--- src/rtl/serial_endpoint_pkg.sv ---
// Shared state encodings and address helpers for the serial endpoint.
// No timing of its own; imported by the endpoint and its TX queue.
package serial_endpoint_pkg;

  typedef enum logic [1:0] {
    TX_IDLE,
    TX_START,
    TX_DATA,
    TX_GAP
  } tx_state_t;

  typedef enum logic [1:0] {
    RX_IDLE,
    RX_SHIFT,
    RX_CHECK
  } rx_state_t;

  // Broadcast destination: all ones in the low addr_w bits.
  function automatic logic [63:0] broadcast_addr(input int unsigned addr_w);
    logic [63:0] ones;
    ones = '1;
    return ones >> (64 - addr_w);
  endfunction

endpackage

--- src/rtl/serial_endpoint_frame_fifo.sv ---
// Synchronous frame queue, head visible on dout; push/pop take effect on the clock edge.
// Push while full and pop while empty are ignored; level counts held frames.
module frame_fifo
  import serial_endpoint_pkg::*;
#(
  parameter int WIDTH = 16,
  parameter int DEPTH = 4
) (
  input  logic                     clk,
  input  logic                     rst,
  input  logic                     push,
  input  logic [WIDTH-1:0]         din,
  input  logic                     pop,
  output logic [WIDTH-1:0]         dout,
  output logic                     full,
  output logic                     empty,
  output logic [$clog2(DEPTH):0]   level
);

  localparam int PTR_W = $clog2(DEPTH);
  localparam logic [PTR_W:0] FULL_CNT = DEPTH[PTR_W:0];

  logic [WIDTH-1:0] mem [DEPTH];
  logic [PTR_W-1:0] wr_ptr;
  logic [PTR_W-1:0] rd_ptr;
  logic [PTR_W:0]   count;
  logic             do_push;
  logic             do_pop;

  assign full    = (count == FULL_CNT);
  assign empty   = (count == '0);
  assign level   = count;
  assign dout    = mem[rd_ptr];
  assign do_push = push && !full;
  assign do_pop  = pop && !empty;

  always_ff @(posedge clk) begin
    if (do_push) begin
      mem[wr_ptr] <= din;
    end
  end

  always_ff @(posedge clk) begin
    if (!rst) begin
      wr_ptr <= '0;
      rd_ptr <= '0;
      count  <= '0;
    end else begin
      if (do_push) begin
        wr_ptr <= wr_ptr + 1'b1;
      end
      if (do_pop) begin
        rd_ptr <= rd_ptr + 1'b1;
      end
      case ({do_push, do_pop})
        2'b10:   count <= count + 1'b1;
        2'b01:   count <= count - 1'b1;
        default: count <= count;
      endcase
    end
  end

endmodule

--- src/rtl/serial_endpoint.sv ---
// Queued 1-bit frame serializer plus address-filtering deserializer; push-to-rx_valid over loopback is FRAME_W+3 cycles.
// tx_ready drops when the queue is full; SERIAL_ENDPOINT_PROMISC_EN adds a promisc input that skips the destination check.
module serial_endpoint
  import serial_endpoint_pkg::*;
#(
  parameter int                FRAME_W     = 16,
  parameter int                SFD_W       = 4,
  parameter int                ADDR_W      = 4,
  parameter logic [SFD_W-1:0]  SFD_PATTERN = 4'hA,
  parameter logic [ADDR_W-1:0] MAC_ADDRESS = '0,
  parameter int                TXQ_DEPTH   = 4
) (
  input  logic                         clk,
  input  logic                         rst,
  input  logic [FRAME_W-1:0]           tx_frame,
  input  logic                         tx_valid,
  output logic                         tx_ready,
  output logic [$clog2(TXQ_DEPTH):0]   tx_level,
  output logic                         tx_bit,
  output logic                         tx_busy,
  input  logic                         rx_bit,
`ifdef SERIAL_ENDPOINT_PROMISC_EN
  input  logic                         promisc,
`endif
  output logic [FRAME_W-1:0]           rx_frame,
  output logic                         rx_valid,
  output logic [7:0]                   rx_drop_cnt
);

  localparam int                CNT_W = $clog2(FRAME_W);
  localparam logic [CNT_W-1:0]  LAST  = CNT_W'(FRAME_W - 1);
  localparam logic [ADDR_W-1:0] BCAST = ADDR_W'(broadcast_addr(ADDR_W));

  logic               fifo_full;
  logic               fifo_empty;
  logic               fifo_pop;
  logic [FRAME_W-1:0] fifo_dout;

  tx_state_t          tx_state, tx_state_nxt;
  logic [FRAME_W-1:0] tx_sh, tx_sh_nxt;
  logic [CNT_W-1:0]   tx_cnt, tx_cnt_nxt;
  logic               tx_bit_nxt;

  rx_state_t          rx_state, rx_state_nxt;
  logic [FRAME_W-1:0] rx_sh, rx_sh_nxt;
  logic [CNT_W-1:0]   rx_cnt, rx_cnt_nxt;
  logic               rx_prev;
  logic [FRAME_W-1:0] rx_frame_nxt;
  logic               rx_valid_nxt;
  logic [7:0]         rx_drop_nxt;
  logic [SFD_W-1:0]   rx_sfd;
  logic [ADDR_W-1:0]  rx_dst;
  logic               sfd_ok;
  logic               addr_ok;

  assign tx_ready = !fifo_full;
  assign tx_busy  = (tx_state == TX_START) || (tx_state == TX_DATA);

  frame_fifo #(
    .WIDTH (FRAME_W),
    .DEPTH (TXQ_DEPTH)
  ) u_txq (
    .clk   (clk),
    .rst   (rst),
    .push  (tx_valid && tx_ready),
    .din   (tx_frame),
    .pop   (fifo_pop),
    .dout  (fifo_dout),
    .full  (fifo_full),
    .empty (fifo_empty),
    .level (tx_level)
  );

  always_ff @(posedge clk) begin
    if (!rst) begin
      tx_state <= TX_IDLE;
      tx_sh    <= '0;
      tx_cnt   <= '0;
      tx_bit   <= 1'b1;
    end else begin
      tx_state <= tx_state_nxt;
      tx_sh    <= tx_sh_nxt;
      tx_cnt   <= tx_cnt_nxt;
      tx_bit   <= tx_bit_nxt;
    end
  end

  // A pending frame leaves GAP straight for START so back-to-back frames keep a single idle bit.
  always_comb begin
    tx_state_nxt = tx_state;
    tx_sh_nxt    = tx_sh;
    tx_cnt_nxt   = tx_cnt;
    tx_bit_nxt   = 1'b1;
    fifo_pop     = 1'b0;
    unique case (tx_state)
      TX_IDLE, TX_GAP: begin
        if (!fifo_empty) begin
          fifo_pop     = 1'b1;
          tx_sh_nxt    = fifo_dout;
          tx_bit_nxt   = 1'b0;
          tx_state_nxt = TX_START;
        end else begin
          tx_state_nxt = TX_IDLE;
        end
      end
      TX_START: begin
        tx_bit_nxt   = tx_sh[FRAME_W-1];
        tx_sh_nxt    = {tx_sh[FRAME_W-2:0], 1'b0};
        tx_cnt_nxt   = '0;
        tx_state_nxt = TX_DATA;
      end
      TX_DATA: begin
        if (tx_cnt == LAST) begin
          tx_state_nxt = TX_GAP;
        end else begin
          tx_bit_nxt = tx_sh[FRAME_W-1];
          tx_sh_nxt  = {tx_sh[FRAME_W-2:0], 1'b0};
          tx_cnt_nxt = tx_cnt + 1'b1;
        end
      end
      default: tx_state_nxt = TX_IDLE;
    endcase
  end

  assign rx_sfd = rx_sh[FRAME_W-1 -: SFD_W];
  assign rx_dst = rx_sh[FRAME_W-SFD_W-1 -: ADDR_W];
  assign sfd_ok = (rx_sfd == SFD_PATTERN);

`ifdef SERIAL_ENDPOINT_PROMISC_EN
  assign addr_ok = promisc || (rx_dst == MAC_ADDRESS) || (rx_dst == BCAST);
`else
  assign addr_ok = (rx_dst == MAC_ADDRESS) || (rx_dst == BCAST);
`endif

  always_ff @(posedge clk) begin
    if (!rst) begin
      rx_state    <= RX_IDLE;
      rx_sh       <= '0;
      rx_cnt      <= '0;
      rx_prev     <= 1'b1;
      rx_frame    <= '0;
      rx_valid    <= 1'b0;
      rx_drop_cnt <= '0;
    end else begin
      rx_state    <= rx_state_nxt;
      rx_sh       <= rx_sh_nxt;
      rx_cnt      <= rx_cnt_nxt;
      rx_prev     <= rx_bit;
      rx_frame    <= rx_frame_nxt;
      rx_valid    <= rx_valid_nxt;
      rx_drop_cnt <= rx_drop_nxt;
    end
  end

  // Only a 1->0 transition starts a frame, so a stuck-low line cannot retrigger.
  always_comb begin
    rx_state_nxt = rx_state;
    rx_sh_nxt    = rx_sh;
    rx_cnt_nxt   = rx_cnt;
    rx_frame_nxt = rx_frame;
    rx_valid_nxt = 1'b0;
    rx_drop_nxt  = rx_drop_cnt;
    unique case (rx_state)
      RX_IDLE: begin
        if (!rx_bit && rx_prev) begin
          rx_cnt_nxt   = '0;
          rx_state_nxt = RX_SHIFT;
        end
      end
      RX_SHIFT: begin
        rx_sh_nxt  = {rx_sh[FRAME_W-2:0], rx_bit};
        rx_cnt_nxt = rx_cnt + 1'b1;
        if (rx_cnt == LAST) begin
          rx_state_nxt = RX_CHECK;
        end
      end
      RX_CHECK: begin
        rx_state_nxt = RX_IDLE;
        if (sfd_ok && addr_ok) begin
          rx_frame_nxt = rx_sh;
          rx_valid_nxt = 1'b1;
        end else if (rx_drop_cnt != 8'hFF) begin
          rx_drop_nxt = rx_drop_cnt + 8'd1;
        end
      end
      default: rx_state_nxt = RX_IDLE;
    endcase
  end

endmodule

--- config.mk ---
export PLATFORM = sky130hd
export DESIGN_NAME = serial_endpoint
export DESIGN_NICKNAME = d
export VERILOG_FILES = /design/src/rtl/serial_endpoint_pkg.sv /design/src/rtl/serial_endpoint_frame_fifo.sv /design/src/rtl/serial_endpoint.sv
export SDC_FILE = /design/constraint.sdc
export NUM_CORES = 1
export LEC_CHECK = 0
export BUFFER_PORTS_ARGS = -buffer_cell sky130_fd_sc_hd__buf_2
export CAP_MARGIN = 15
export CORE_ASPECT_RATIO = 2
export CORE_MARGIN = 2
export CORE_UTILIZATION = 40
export CTS_CLUSTER_DIAMETER = 50
export CTS_CLUSTER_SIZE = 8
export DETAILED_ROUTE_END_ITERATION = 8
export GPL_TIMING_DRIVEN = 1
export PLACE_DENSITY_LB_ADDON = 0.08
export REMOVE_ABC_BUFFERS = 1
export SLEW_MARGIN = 10
export SYNTH_ARGS = -nofsm -noshare
export SYNTH_HDL_FRONTEND = slang
export SYNTH_SLANG_ARGS = --single-unit
--- constraint.sdc ---
create_clock -name clk -period 7.5 [get_ports clk]
set_input_delay 1.125 -clock clk [delete_from_list [all_inputs] [get_ports clk]]
set_output_delay 1.125 -clock clk [all_outputs]
set_load 0.02 [all_outputs]
Word level (Yosys, flattened, before mapping):

Memories as Yosys holds them, arrays and structs flattened. A register that Yosys moved wholly into a read port is not among the register bits.
Index checks and enable logic that the tools add are counted.

* eq/ne operators: 18
* add/sub/neg operators: 7
* multiplexer cells: 24
* reductions and logical operators: 25
* bitwise operators: 1

Operator list (count)
* case mux 16 bit (3 select lines): 1
* two-way mux 16 bit: 2
* equality test 4 bit, second input constant: 4
* case mux 4 bit (2 select lines): 2
* AND reduction 2 bit: 6
* two-way mux 2 bit: 5
* adder 4 x 1 -> 4 bit, second input constant: 2
* adder 8 x 1 -> 8 bit, second input constant: 1
* equality test 2 bit, second input constant: 4
* two-way mux 1 bit: 8
* two-way mux 4 bit: 2
* != test 2 bit, second input constant: 4
* != test 8 bit, second input constant: 1
* equality test 2 x 1 -> 1 bit, second input constant: 3
* case mux 2 bit (3 select lines): 1
* case mux 3 bit (2 select lines): 1
* nonzero test 2 bit: 3
* logical AND 1 bit: 5
* adder 2 x 1 -> 2 bit, second input constant: 2
* zero test 2 bit: 2
* zero test 4 bit: 1
* case mux 2 bit (2 select lines): 1
* adder 3 x 1 -> 3 bit, second input constant: 1
* equality test 3 bit, second input constant: 1
* 9 further kinds: 12

* memories: 1
* register bits after elaboration: 78
* word-level logic and storage cells: 90
* RAM bits: 64

Memories
* u_txq.mem: depth 4, bits a word 16, read ports 1, clocked after memory_dff 1, wr ports 1, line serial_endpoint_frame_fifo.sv:23 `logic [WIDTH-1:0] mem [DEPTH];`

Longest topological paths before layout:

* word-level depth: 6
* mapped depth: 10

Cells and area by module:

From an unflattened synthesis, not the netlist that was laid out.

* cells, all modules: 479
* area total of the unflattened synthesis: 5741.8 sq um

Modules (own cells, without submodules)
* serial_endpoint: cells each 341, area each 2924.1 sq um, times used 1, sequential area each 1421.4 sq um
* frame_fifo: cells each 138, area each 2817.7 sq um, times used 1, sequential area each 2102.0 sq um

Least setup slack after synthesis:

OpenSTA, ideal clock, no wires.

* path type: input-to-reg
* from: in tx_valid
* to: reg u_txq.count[2] (netlist: u_txq.level[2])
* setup slack: 4.928 ns
* arrival time: 2.497 ns
* stages on the path: 8
* library setup time: 0.076 ns
* path buffers: 0
* cell sequence: and2_1 > inv_1 > ha_1 > inv_1 > fa_1 > xor2_1 > or3_1 > a21boi_0

* longest elaborated chain between the ends: 4
* elaborated cells between the ends (all ways): 6
* classes of those cells: eq/ne: 2; mux: 1; reduce/logical: 3

Ends and longest elaborated chain
* start, declared: line serial_endpoint.sv:16 `input logic tx_valid,`
* logical AND 1 bit (*): line serial_endpoint.sv:65 `.push (tx_valid && tx_ready),`
* logical AND 1 bit (*): line serial_endpoint_frame_fifo.sv:34 `assign do_push = push && !full;`
* equality test 2 x 1 -> 1 bit / equality test 2 bit (equally long branches): line serial_endpoint_frame_fifo.sv:55 `case ({do_push, do_pop})`
* case mux 3 bit (2 select lines) / nonzero test 2 bit (equally long branches)
* end signal, assigned: line serial_endpoint_frame_fifo.sv:56 `2'b10: count <= count + 1'b1;`
* end signal, assigned: line serial_endpoint_frame_fifo.sv:57 `2'b01: count <= count - 1'b1;`
* end signal, assigned: line serial_endpoint_frame_fifo.sv:58 `default: count <= count;`
* end, declared: line serial_endpoint_frame_fifo.sv:26 `logic [PTR_W:0] count;`

Mark *: on every way between the ends. The rest lies on a longest branch, timed or not.
A chain may end at the register's enable or synchronous reset.

Final worst setup path:

* from: reg tx_state[0]
* to: out tx_busy

* longest elaborated chain between the ends: 2
* elaborated cells between the ends (all ways): 3
* classes of those cells: eq/ne: 2; reduce/logical: 1

Ends and longest elaborated chain
* start, declared: line serial_endpoint.sv:39 `tx_state_t tx_state, tx_state_nxt;`
* start signal, assigned: line serial_endpoint.sv:81 `tx_state <= tx_state_nxt;`
* equality test 2 x 1 -> 1 bit / equality test 2 bit (equally long branches): line serial_endpoint.sv:57 `assign tx_busy = (tx_state == TX_START) || (tx_state == TX_DATA);`
* logical OR 1 bit (*): line serial_endpoint.sv:57
* end, declared: line serial_endpoint.sv:20 `output logic tx_busy,`

Marked as above.

==> run_results.csv <==
group,metric,value,unit
cells_and_area,design_area,6720,sq um
synth,synth_edf_count,64,
setup_path,worstSetupStartpointType,"register",
setup_path,timing.rr.end,"u_txq.level[2]",
grt,grt_use_total,14.7,%
timing,worst_slack,4880,ps
timing,max_freq,381,MHz
setup_path,rr_startpoint,"u_txq.level[2]",
timing,worst_pin_slew,915,ps
synth,avgSynthCellArea,12.2,sq um
setup_path,crit_fanout,6,
setup_path,crit_path_start,"tx_state[0]",
routing,antenna_left,0,
cells_and_area,nets,548,
timing,max-slew-margin-rel,39.0,%
clock_network,postCtsHoldBufs,0,
cells_and_area,syn2layout_area_growth,17.3,%
timing,rsz0062_at_grt,"false",
synth,synth-seq-cells,144,
setup_path,critical_path_class,"register to output pin",
clock_network,clockBufferDepth,2,
setup_path,worstPathRequired,6380,ps
floorplanning,num_rows,61,
cells_and_area,final_cell_mix,"80 x dfxtp_1, 69 x nand2_1, 64 x edfxtp_1",
synth,synth_largest_area_cell,"edfxtp_1",
grt,grt_overflow,0,
synth,synth_cells,469,
clock_network,clk_latency,410,ps
timing,finalSetupTns,0,ps
routing,route.detailed.drc,0,
cells_and_area,fillers,1303,
floorplanning,die_w,88.6,um
routing,drt-total-wl,10400,um
floorplanning,pin_count,51,
cells_and_area,final_cells,719,
setup_path,cp.arrival,1500,ps
timing,setup_viol,0,
setup_path,ff2ff_path_depth,9,
timing,fin_worst_skew,7.60,ps
timing,finalCritPeriodShare,35.0,%
grt,grt_pass1_wl,17500,um
placement,place_ws,4660,ps
routing,drt_iter0_drc,130,
routing,wl_per_cell,14.4,um
cells_and_area,post-route-util,48.1,%
hold_path,min_path_type,"register to register",
clock_network,cts_root_buf,"clkbuf_16",
setup_path,crit_end,"tx_busy",
timing,fin_hold_ws,456,ps
routing,via_count,3601,
floorplanning,die_area,15300,sq um
cells_and_area,multi_input_area,2060,sq um
placement,dpl_cell_area,6130,sq um
setup_path,cp-end-kind,"output pin",
placement,place_congestion,0.751,
synth,synth_ff_type,"dfxtp_1",
setup_path,r2r_slack,5020,ps
cells_and_area,regArea,3520,sq um
synth,synth.distinct_cells,45,
pwr,power.density,346,nW/um^2
clock_network,cts.clk_slew.worst_paths,60,ps
grt,antenna_found_initial,0,
cells_and_area,final_common_cell,"dfxtp_1",
clock_network,post_cts_resized,0,
synth,async_flop_share,0,%
cells_and_area,diodes,0,
floorplanning,coreArea,14000,sq um
run,max_cap_violations,0,
clock_network,cts.sinks,144,
pwr,power,2.32,mW
placement,dp.cells,686,
synth,syn_area,5720,sq um
pwr,p_leak,2.48,nW
clock_network,cts_setup_buffers,0,
routing,drtPass1Iterations,4,
routing,via_per_inst,5.01,
timing,finalHoldViolCount,0,
floorplanning,die_h,173,um
placement,io_buffers,50,
grt,grt_pass1_vias,3670,
cells_and_area,drive_gt1_share,20.4,%
synth,yosysWarnings,0,
outcome,status,"complete, no violations",
grt,grt_max_degree,94,
timing,fin_crit,2620,ps
hold_path,min-delay-start,"rx_frame[8]",
hold_path,hold_depth,2,
synth,netlist_top_cells_area,"edfxtp_1 34%, dfxtp_1 28%, mux4_2 6.3%",
pwr,vdd_drop_max,0.200,mV
timing,final_max_slew_viol_count,0,
placement,dpl.hpwl,6810,um
clock_network,cts.htree.levels,4,
synth,seq_area_frac_synth,61.6,%
floorplanning,start_util,41.0,%
synth,synth_top_cell_area_share,33.6,%
clock_network,cts_buffers,17,
clock_network,cts_tree,"yes",
==> kinds of logic (layout without fill, tap and decap cells) <==
family	after synthesis	count (layout)	share of synthesized area, %
buf+inv	35	96	2.56
compound gates	90	90	9.71
fa+ha+maj	11	11	2.54
xor+xnor	7	7	1.07
mux	37	37	9.97
simple gates	145	145	12.6
flops	144	144	61.6
==> cell usage after synthesis (all sizes together), types with 9 or more instances <==
| library cell | count |
|---|---|
| a21boi | 23 |
| a21oi | 20 |
| and2 | 11 |
| clkbuf | 20 |
| dfxtp | 80 |
| edfxtp | 64 |
| ha | 10 |
| inv | 9 |
| mux2i | 21 |
| mux4 | 16 |
| nand2 | 69 |
| nand3 | 18 |
| o21ai | 37 |
==> sequential cells by signal (all words and copies together), names as in the netlist, named ones only <==
| signal | flops |
|---|---|
| tx_sh | 16 |
| u_txq.level | 3 |
| u_txq.mem | 64 |
| u_txq.wr_ptr | 2 |
| rx_frame | 16 |
| rx_drop_cnt | 8 |
| rx_prev | 1 |
| tx_cnt | 4 |
| tx_bit | 1 |
| rx_cnt | 4 |
| tx_state | 2 |
| rx_valid | 1 |
| u_txq.rd_ptr | 2 |
| rx_sh | 16 |
| rx_state | 2 |
==> worst max-delay path, cell delays in order (launching register included) <==
cell and delay, ps:
dfxtp_1 350, inv_1 50, ha_1 370, inv_1 140, buf_2 180
==> report_power, final <==
group | switching [mW] | internal (mW) | leakage [nW] | total, mW
clock | 0.341 | 0.466 | 0.276 | 0.807
combinational | 0.303 | 0.243 | 0.968 | 0.546
sequential | 0.0509 | 0.920 | 1.24 | 0.971
==> final cells by class <==
type                            instances  area share (%)
Sequential cell                       144            52.5
Clock buffer                           17            6.34
Inverter                                9           0.503
Multi-Input combinational cell        290            30.6
Clock inverter                         15            2.20
Timing Repair Buffer                   55            4.34
Tap cell                              189            3.52
==> per-layer routing <==
metal  part of all wire [%]  track usage [%]  vias to the layer above  wire length (um)
met5                      0                0                        -                 0
met4                    1.2             6.25                        0               122
met1                     40             15.9                     1736              4120
li1                       -                -                     1799                 -
met3                    2.9             3.25                        8               304
met2                     56             26.6                       58              5810
==> how the worst min path moves through the flow <==
stage               slack (ps)            to
floorplan                  440     rx_sh[15]
global placement           440  rx_frame[13]
detailed placement         450   rx_frame[5]
CTS                        460   rx_frame[5]
global route               480   rx_frame[8]
finish                     460   rx_frame[8]
Note: power is estimated with default switching activity, not from simulation.
